--- src/rtl/calc_ctrl.sv ---
// calc_ctrl: four-digit decimal calculator controller with button edge detection and a display mux
module calc_ctrl (
    input  logic        clk,
    input  logic        rst,
    input  logic        btn_digit,
    input  logic        btn_op,
    input  logic        btn_eq,
    input  logic        btn_clr,
    input  logic [3:0]  sw_val,
    input  logic [1:0]  sw_op,
    output logic [26:0] disp_val,
    output logic        disp_neg,
    output logic        err,
    output logic        res_valid,
    output logic [1:0]  state_o
);
    typedef enum logic [1:0] {
        ENTER_A  = 2'b00,
        ENTER_B  = 2'b01,
        SHOW_RES = 2'b10,
        ERROR    = 2'b11
    } state_t;
    state_t      state;
    logic [3:0]  prev;
    logic [3:0]  btn;
    logic [3:0]  pulse;
    logic [13:0] a;
    logic [13:0] b;
    logic [26:0] result;
    logic        neg;
    logic [1:0]  op;
    logic [13:0] cur;
    logic [17:0] acc;
    logic        dig_ok;
    logic        val_ok;
    logic [26:0] sum;
    logic [26:0] diff;
    logic [26:0] prod;
    assign btn    = {btn_clr, btn_eq, btn_op, btn_digit};
    assign pulse  = btn & ~prev;
    assign val_ok = sw_val <= 4'd9;
    assign cur    = state == ENTER_B ? b : a;
    assign acc    = 18'(cur) * 18'd10 + 18'(sw_val);
    assign dig_ok = val_ok && acc <= 18'd9999;
    assign sum    = 27'(a) + 27'(b);
    assign diff   = b > a ? 27'(b - a) : 27'(a - b);
    assign prod   = 27'(a) * 27'(b);
    // One pulse per cycle is acted on: clr > eq > op > digit, the rest are dropped.
    always_ff @(posedge clk) begin
        if (rst) begin
            state     <= ENTER_A;
            prev      <= 4'hf;
            a         <= '0;
            b         <= '0;
            result    <= '0;
            neg       <= 1'b0;
            op        <= 2'b00;
            res_valid <= 1'b0;
        end else begin
            prev      <= btn;
            res_valid <= 1'b0;
            if (pulse[3]) begin
                state  <= ENTER_A;
                a      <= '0;
                b      <= '0;
                result <= '0;
                neg    <= 1'b0;
                op     <= 2'b00;
            end else begin
                case (state)
                    ENTER_A: begin
                        if (pulse[2]) begin
                        end else if (pulse[1]) begin
                            op    <= sw_op;
                            b     <= '0;
                            state <= ENTER_B;
                        end else if (pulse[0] && dig_ok) begin
                            a <= acc[13:0];
                        end
                    end
                    ENTER_B: begin
                        if (pulse[2]) begin
                            if (op == 2'b11) begin
                                state <= ERROR;
                            end else begin
                                result    <= op == 2'b00 ? sum : op == 2'b01 ? diff : prod;
                                neg       <= op == 2'b01 && b > a;
                                res_valid <= 1'b1;
                                state     <= SHOW_RES;
                            end
                        end else if (pulse[1]) begin
                            op <= sw_op;
                        end else if (pulse[0] && dig_ok) begin
                            b <= acc[13:0];
                        end
                    end
                    SHOW_RES: begin
                        if (pulse[2]) begin
                        end else if (pulse[1]) begin
                            if (!neg && result <= 27'd9999) begin
                                a     <= result[13:0];
                                op    <= sw_op;
                                b     <= '0;
                                state <= ENTER_B;
                            end else begin
                                state <= ERROR;
                            end
                        end else if (pulse[0]) begin
                            a     <= val_ok ? 14'(sw_val) : '0;
                            b     <= '0;
                            state <= ENTER_A;
                        end
                    end
                    default: ;
                endcase
            end
        end
    end
    always_comb begin
        disp_val = state == ENTER_A ? 27'(a) : state == ENTER_B ? 27'(b) : state == SHOW_RES ? result : '0;
        disp_neg = state == SHOW_RES && neg;
    end
    assign err     = state == ERROR;
    assign state_o = state;
endmodule

--- config.mk ---
export PLATFORM = sky130hd
export DESIGN_NAME = calc_ctrl
export DESIGN_NICKNAME = d
export VERILOG_FILES = /design/src/rtl/calc_ctrl.sv
export SDC_FILE = /design/constraint.sdc
export NUM_CORES = 1
export LEC_CHECK = 0
export BUFFER_PORTS_ARGS = -buffer_cell sky130_fd_sc_hd__buf_4
export CORE_MARGIN = 2
export CORE_UTILIZATION = 55
export DETAILED_ROUTE_END_ITERATION = 16
export PLACE_DENSITY = 0.79
export SLEW_MARGIN = 20
export SYNTH_ARGS = -nofsm -noshare
export SYNTH_HDL_FRONTEND = slang
export SYNTH_SLANG_ARGS = --single-unit
--- constraint.sdc ---
create_clock -name clk -period 8.6 [get_ports clk]
set_clock_uncertainty 0.1 [all_clocks]
set_input_delay 1.29 -clock clk [delete_from_list [all_inputs] [get_ports clk]]
set_output_delay 1.29 -clock clk [all_outputs]
set_load 0.05 [all_outputs]
* After elaboration in Yosys (flattened, before gate mapping)
Index checks and enable logic that the tools add are counted.
Word-level totals: flip-flop bits (word level) 65, bits in latches 0, bits in writable memories 0, bits in read-only memories 0, logic and storage cells 101, memories kept 0
Cells by class: add/subtract/negate cells 4, $mul 2, divide/modulo/power cells 0, order comparisons 4, eq/ne operators 20, shifts and indexed selects 0, multiplexer cells 39, bitwise logic cells 5, reduce and logical (&&, ||, !) cells 19
Operators by type and width (count):
- two-way mux 14 bit | 14
- two-way mux 27 bit | 6
- case mux 14 bit (3 select lines) | 1
- subtractor 14 x 14 -> 15 bit | 2
- case mux 14 bit (2 select lines) | 1
- <= comparator 27 x 14 -> 1 bit (second input constant) | 1
- multiplier 14 x 14 -> 27 bit | 1
- two-way mux 2 bit | 12
- inequality test 2 bit (second input constant) | 11
- adder 18 x 4 -> 18 bit | 1
- <= comparator 18 x 14 -> 1 bit (second input constant) | 1
- multiplier 14 x 3 -> 17 bit (second input constant) | 1
- adder 14 x 14 -> 15 bit | 1
- greater-than comparator 14 bit | 1
- AND reduction 6 bit | 2
- AND reduction 9 bit | 1
- AND reduction 7 bit | 1
- == test 2 bit (second input constant) | 3
- inequality test 3 bit (second input constant) | 2
- case mux 2 bit (3 select lines) | 1
- logical AND 1 bit | 5
- bitwise AND 4 bit | 1
- == test 2 x 1 -> 1 bit (second input constant) | 2
- <= comparator 4 bit (second input constant) | 1
- 13 further kinds | 20

* Logic depth before layout (Yosys ltp)
depth in word-level cells 11, gate-level depth with buffers 26, depth with buffers taken out 25

* Worst setup path after synthesis
Ideal clock, no wire load.
path type reg-to-reg, start register b[4], end register result[26], arrival time 6.061 ns, setup slack 2.369 ns, stages on the path, launching flop included 25, clock period less this slack 6.231 ns, cell sequence dfxtp_1 inv_1 clkbuf_1 nor2_1 fa_1 inv_1 fa_1 inv_1 fa_1 fa_1 fa_1 inv_1 fa_1 inv_1 ha_1 and3_1 and4_1 nor2b_1 a311oi_1 nand2_1 a211oi_1 o31ai_1 xnor2_1 nand2_1 a21oi_1
On the way: longest elaborated chain between the ends 4, elaborated cells between the ends (all ways) 7, classes of those cells add/sub: 2; mul: 1; order compare: 1; mux: 3
Ends and longest elaborated chain:
- from (decl) | line 28 | logic [13:0] b;
- from (signal assigned) | line 94 | b <= acc[13:0];
- branches (longest 2 deep; another with multiplier 14 x 14 -> 27 bit)
- two-way mux 27 bit (*) (2 in a row) | line 86 | result <= op == 2'b00 ? sum : op == 2'b01 ? diff : prod;
- to (signal assigned) | line 86
- to (decl) | line 29 | logic [26:0] result;
Mark *: on every way between the ends. A chain may end at the register's enable or synchronous reset.

* Worst setup path after layout
start register a[7], end register result[26]
On the way: longest elaborated chain between the ends 4, elaborated cells between the ends (all ways) 7, classes of those cells add/sub: 2; mul: 1; order compare: 1; mux: 3
Ends and longest elaborated chain:
- from (decl) | line 27 | logic [13:0] a;
- from (signal assigned) | line 78 | a <= acc[13:0];
- from (signal assigned) | line 101 | a <= result[13:0];
- from (signal assigned) | line 109 | a <= val_ok ? 14'(sw_val) : '0;
- branches (longest 2 deep; another with multiplier 14 x 14 -> 27 bit)
- two-way mux 27 bit (*) (2 in a row) | line 86
Marks and branches as above.

==> results.md <==
* Number of library cell types mapped by synthesis at 87
* Initial standard-cell utilization of the core at 55.6%
* Die height at 157 um
* Setup Crit Path Kind: register to register
* Die Footprint at 24700 um^2
* Final number of setup-violating endpoints at 0
* Number of remaining DRC errors at 0
* Total of flip-flops plus latches after synthesis at 65
* Leakage power of the design at 6.72 nW
* Placement row count at 56
* Type of the most critical hold path: register to register
* Sequential share of the synthesized area at 10.1%
* Worst Max-Slew Pin Slew at 1.07 ns
* Source-to-sink clock delay at the later pin of the worst-skew pair at 0.34 ns
* Startpoint type of the worst setup path: register
* Portion of synthesized cell area occupied by the leading cell type at 22.5%
* Summed instance area of the synthesized netlist at 12900 um^2
* Remaining global-route overflow at 0
* Weighted congestion reported at the end of routability-driven placement at 1.01
* Post-Route Setup TNS at 0 ns
* Routed wire length at 43400 um
* Required time at the endpoint of the critical path at 8.77 ns
* Relative slew slack at 28.4%
* Register-to-Register Setup Slack at 1.04 ns
* Share of post-route cells with drive strength above 1 at 7.35%
* Portion of the clock cycle consumed by the worst path in the final layout at 87.9%
* Crit path capture type: register
* Iteration count of the initial detailed-routing pass at 6
* H-tree depth reported by CTS at 3
* Multi-input gate area in the final layout at 10400 um^2
* Post-layout worst setup margin at 1.04 ns
* Top fanout value on the critical path at 14
* Overall power consumption at 1.26 mW
* Capture point of the worst reg-to-reg path: result[26]$_SDFFE_PP0P_
* Fmax achieved at 0.132 GHz
* Clock tree from TritonCTS: built
* Min-Delay Path Depth at 2
* Number of fill cells in the layout at 2165
* Clock root buffer: clkbuf_16
* Minimum period implied by the final worst setup slack at 7.56 ns
* Synth area leaders: fa_1 22%, ha_1 15%, dfxtp_1 10%
* Placeable core area at 23300 um^2
* Die extent in x at 157 um
* Aggregate global-route resource usage at 36.4%
* Cell with the most instances after synthesis: inv_1
* Setup slack after placement at 1.23 ns
* Number of DRC markers after the initial detailed-route iteration at 1159
* Maximum buffer depth of the clock tree at 2
* Post-synthesis async set-or-reset flop share at 0%
* Count of final hold-check violations at 0
* Area Growth Syn to Fin at 6.33%
* Worst vdd rail ir drop at 98.4 uV
* Post-synthesis cell type with the largest combined area: fa_1
* Largest net degree at the start of global routing at 41
* Routed via count at 11999
* Clock edge transition at the registers on the reported setup and hold paths at 0.06 ns
* Arr. time, crit path at 7.73 ns
* Worst-case reg-to-reg path depth at 23
* Global-route wire length before repair at 68400 um
* Routed via count divided by cell count at 6.19
* Max-cap violations at 0
* Placed insts at 1922
* Net count of the mapped netlist at 1937
* Antenna violations before repair at 2
* Commonest register cell after synthesis: dfxtp_1
* Footprint of the flip-flops and latches at 1300 um^2
* Top cells by count, synth: 232 x inv_1, 166 x nand2_1, 160 x nor2_1
* Post-cts sizing count at 0
* Average size of a mapped cell at 7.97 um^2
* Number of global-route vias before repair at 12088
* Buffers inserted during post-CTS setup optimization at 0
* Final Max Tran Viols at 0
* RSZ-0062 raised after global routing: false
* Status: completed
* Number of warnings issued by yosys at 0
* IO Count at 44
* Average wire per cell in the routed design at 22.4 um
* # hold bufs at CTS at 0
* Final #Nets at 1930
* Destination of the worst hold path: result[20]$_SDFFE_PP0P_
* Antenna violation net count after detailed routing at 0
* Hold Path Origin: result[20]$_SDFFE_PP0P_
* Count of input and output buffers at 43
* Reg2Reg Launch Point: a[7]$_SDFFE_PP0P_
* Pwr Density at 91.8 nW/um^2
* Count of non-filler cells in the finished layout at 1938
* Total clock buffers created by CTS at 9
* HPWL after DPL at 34200 um
* Count of flip-flops with a built-in enable after synthesis at 0
* Synthesized netlist cell count at 1621
* Clock tree sinks at 65
routing by layer:
layer | global-route usage, % | up-vias | share of wire [%]
met4 | 13.8 | 0 | 4.5
met1 | 48.7 | 5801 | 41
met5 | 0 | - | 0
met3 | 6.91 | 143 | 9.8
met2 | 58.4 | 618 | 45
li1 | - | 5437 | -
state kept, by name, indices dropped and copies added, names as in the netlist:
signal     cells
a             14
b             14
neg            1
op             2
prev           4
res_valid      1
result        27
state_o        2
cell families (layout without fill, tap and decap cells):
| logic type | Yosys count | count (layout) | share of synthesized area (%) |
|---|---|---|---|
| fa+ha+maj | 304 | 304 | 37.9 |
| xor+xnor | 51 | 51 | 3.57 |
| other cells | 0 | 1 | 0 |
| buf+inv | 320 | 317 | 9.51 |
| compound gates | 354 | 354 | 18.7 |
| simple gates | 501 | 501 | 18.3 |
| mux | 26 | 26 | 2.04 |
| flops | 65 | 65 | 10.1 |
cell usage in the layout (no fill, tap or decap), types with 13 or more instances in the layout:
cell type  instances
a21oi_1           98
nor3_1            18
nor2_1           160
and3_1            14
buf_4             64
a21o_1            24
o21ai_0           68
a211oi_1          26
nor2b_1           14
fa_1             145
inv_1            232
nand4_1           13
dfxtp_1           65
xor2_1            18
nand3_1           20
and2_1            23
ha_1             159
nand2_1          166
xnor2_1           31
mux2i_1           23
critical path, stage by stage (launching register included):
cell and delay (ns):
dfxtp_1 0.91, inv_1 0.45, nor2_1 0.25, fa_1 0.44
inv_1 0.09, fa_1 0.39, inv_1 0.09, fa_1 0.43
fa_1 0.47, fa_1 0.55, inv_1 0.06, fa_1 0.53
inv_1 0.04, ha_1 0.34, and3_1 0.19, and4_1 0.22
nor2b_1 0.13, a311oi_1 0.64, nand2_1 0.24, a211oi_1 0.37
o31ai_1 0.15, xnor2_1 0.17, nand2_1 0.07, a21oi_1 0.15
where the power goes:
group	leakage, nW	total (mW)	switching, mW	internal, mW
logic	6.07	0.570	0.389	0.181
clock network	0.128	0.354	0.159	0.195
registers	0.526	0.339	0.0277	0.311
final cells by class:
type,instances,share of cell area (%)
clock buffers,9,1.64
inverters,238,6.50
diodes,1,0.0182
flip-flops and latches,65,9.47
clock inverters,6,0.310
well taps,319,2.90
repair buffers,64,3.50
multi-input cells,1236,75.7
per-stage QoR:
step,cell area (um^2),hold WS [ns],util (%)
4_1_cts,13700,0.402,59.1
6_report,13700,0.400,59.1
3_5_place_dp,13500,0.386,57.9
5_1_grt,13700,0.411,59.1
2_1_floorplan,12900,0.339,-
3_3_place_gp,13500,0.372,57.9
worst max-delay path by stage:
stage	cells after the start	slack, ns	end	from
after global placement	23	1.27	result[26]$_SDFFE_PP0P_	b[8]$_SDFFE_PP0P_
final	23	1.04	result[26]$_SDFFE_PP0P_	a[7]$_SDFFE_PP0P_
after global routing	23	0.69	result[26]$_SDFFE_PP0P_	b[8]$_SDFFE_PP0P_
after detailed placement	23	1.23	result[26]$_SDFFE_PP0P_	b[8]$_SDFFE_PP0P_
after floorplan	24	2.37	result[26]$_SDFFE_PP0P_	b[4]$_SDFFE_PP0P_
after CTS	23	1.21	result[26]$_SDFFE_PP0P_	b[8]$_SDFFE_PP0P_
Power figures use the tool's default switching activity.
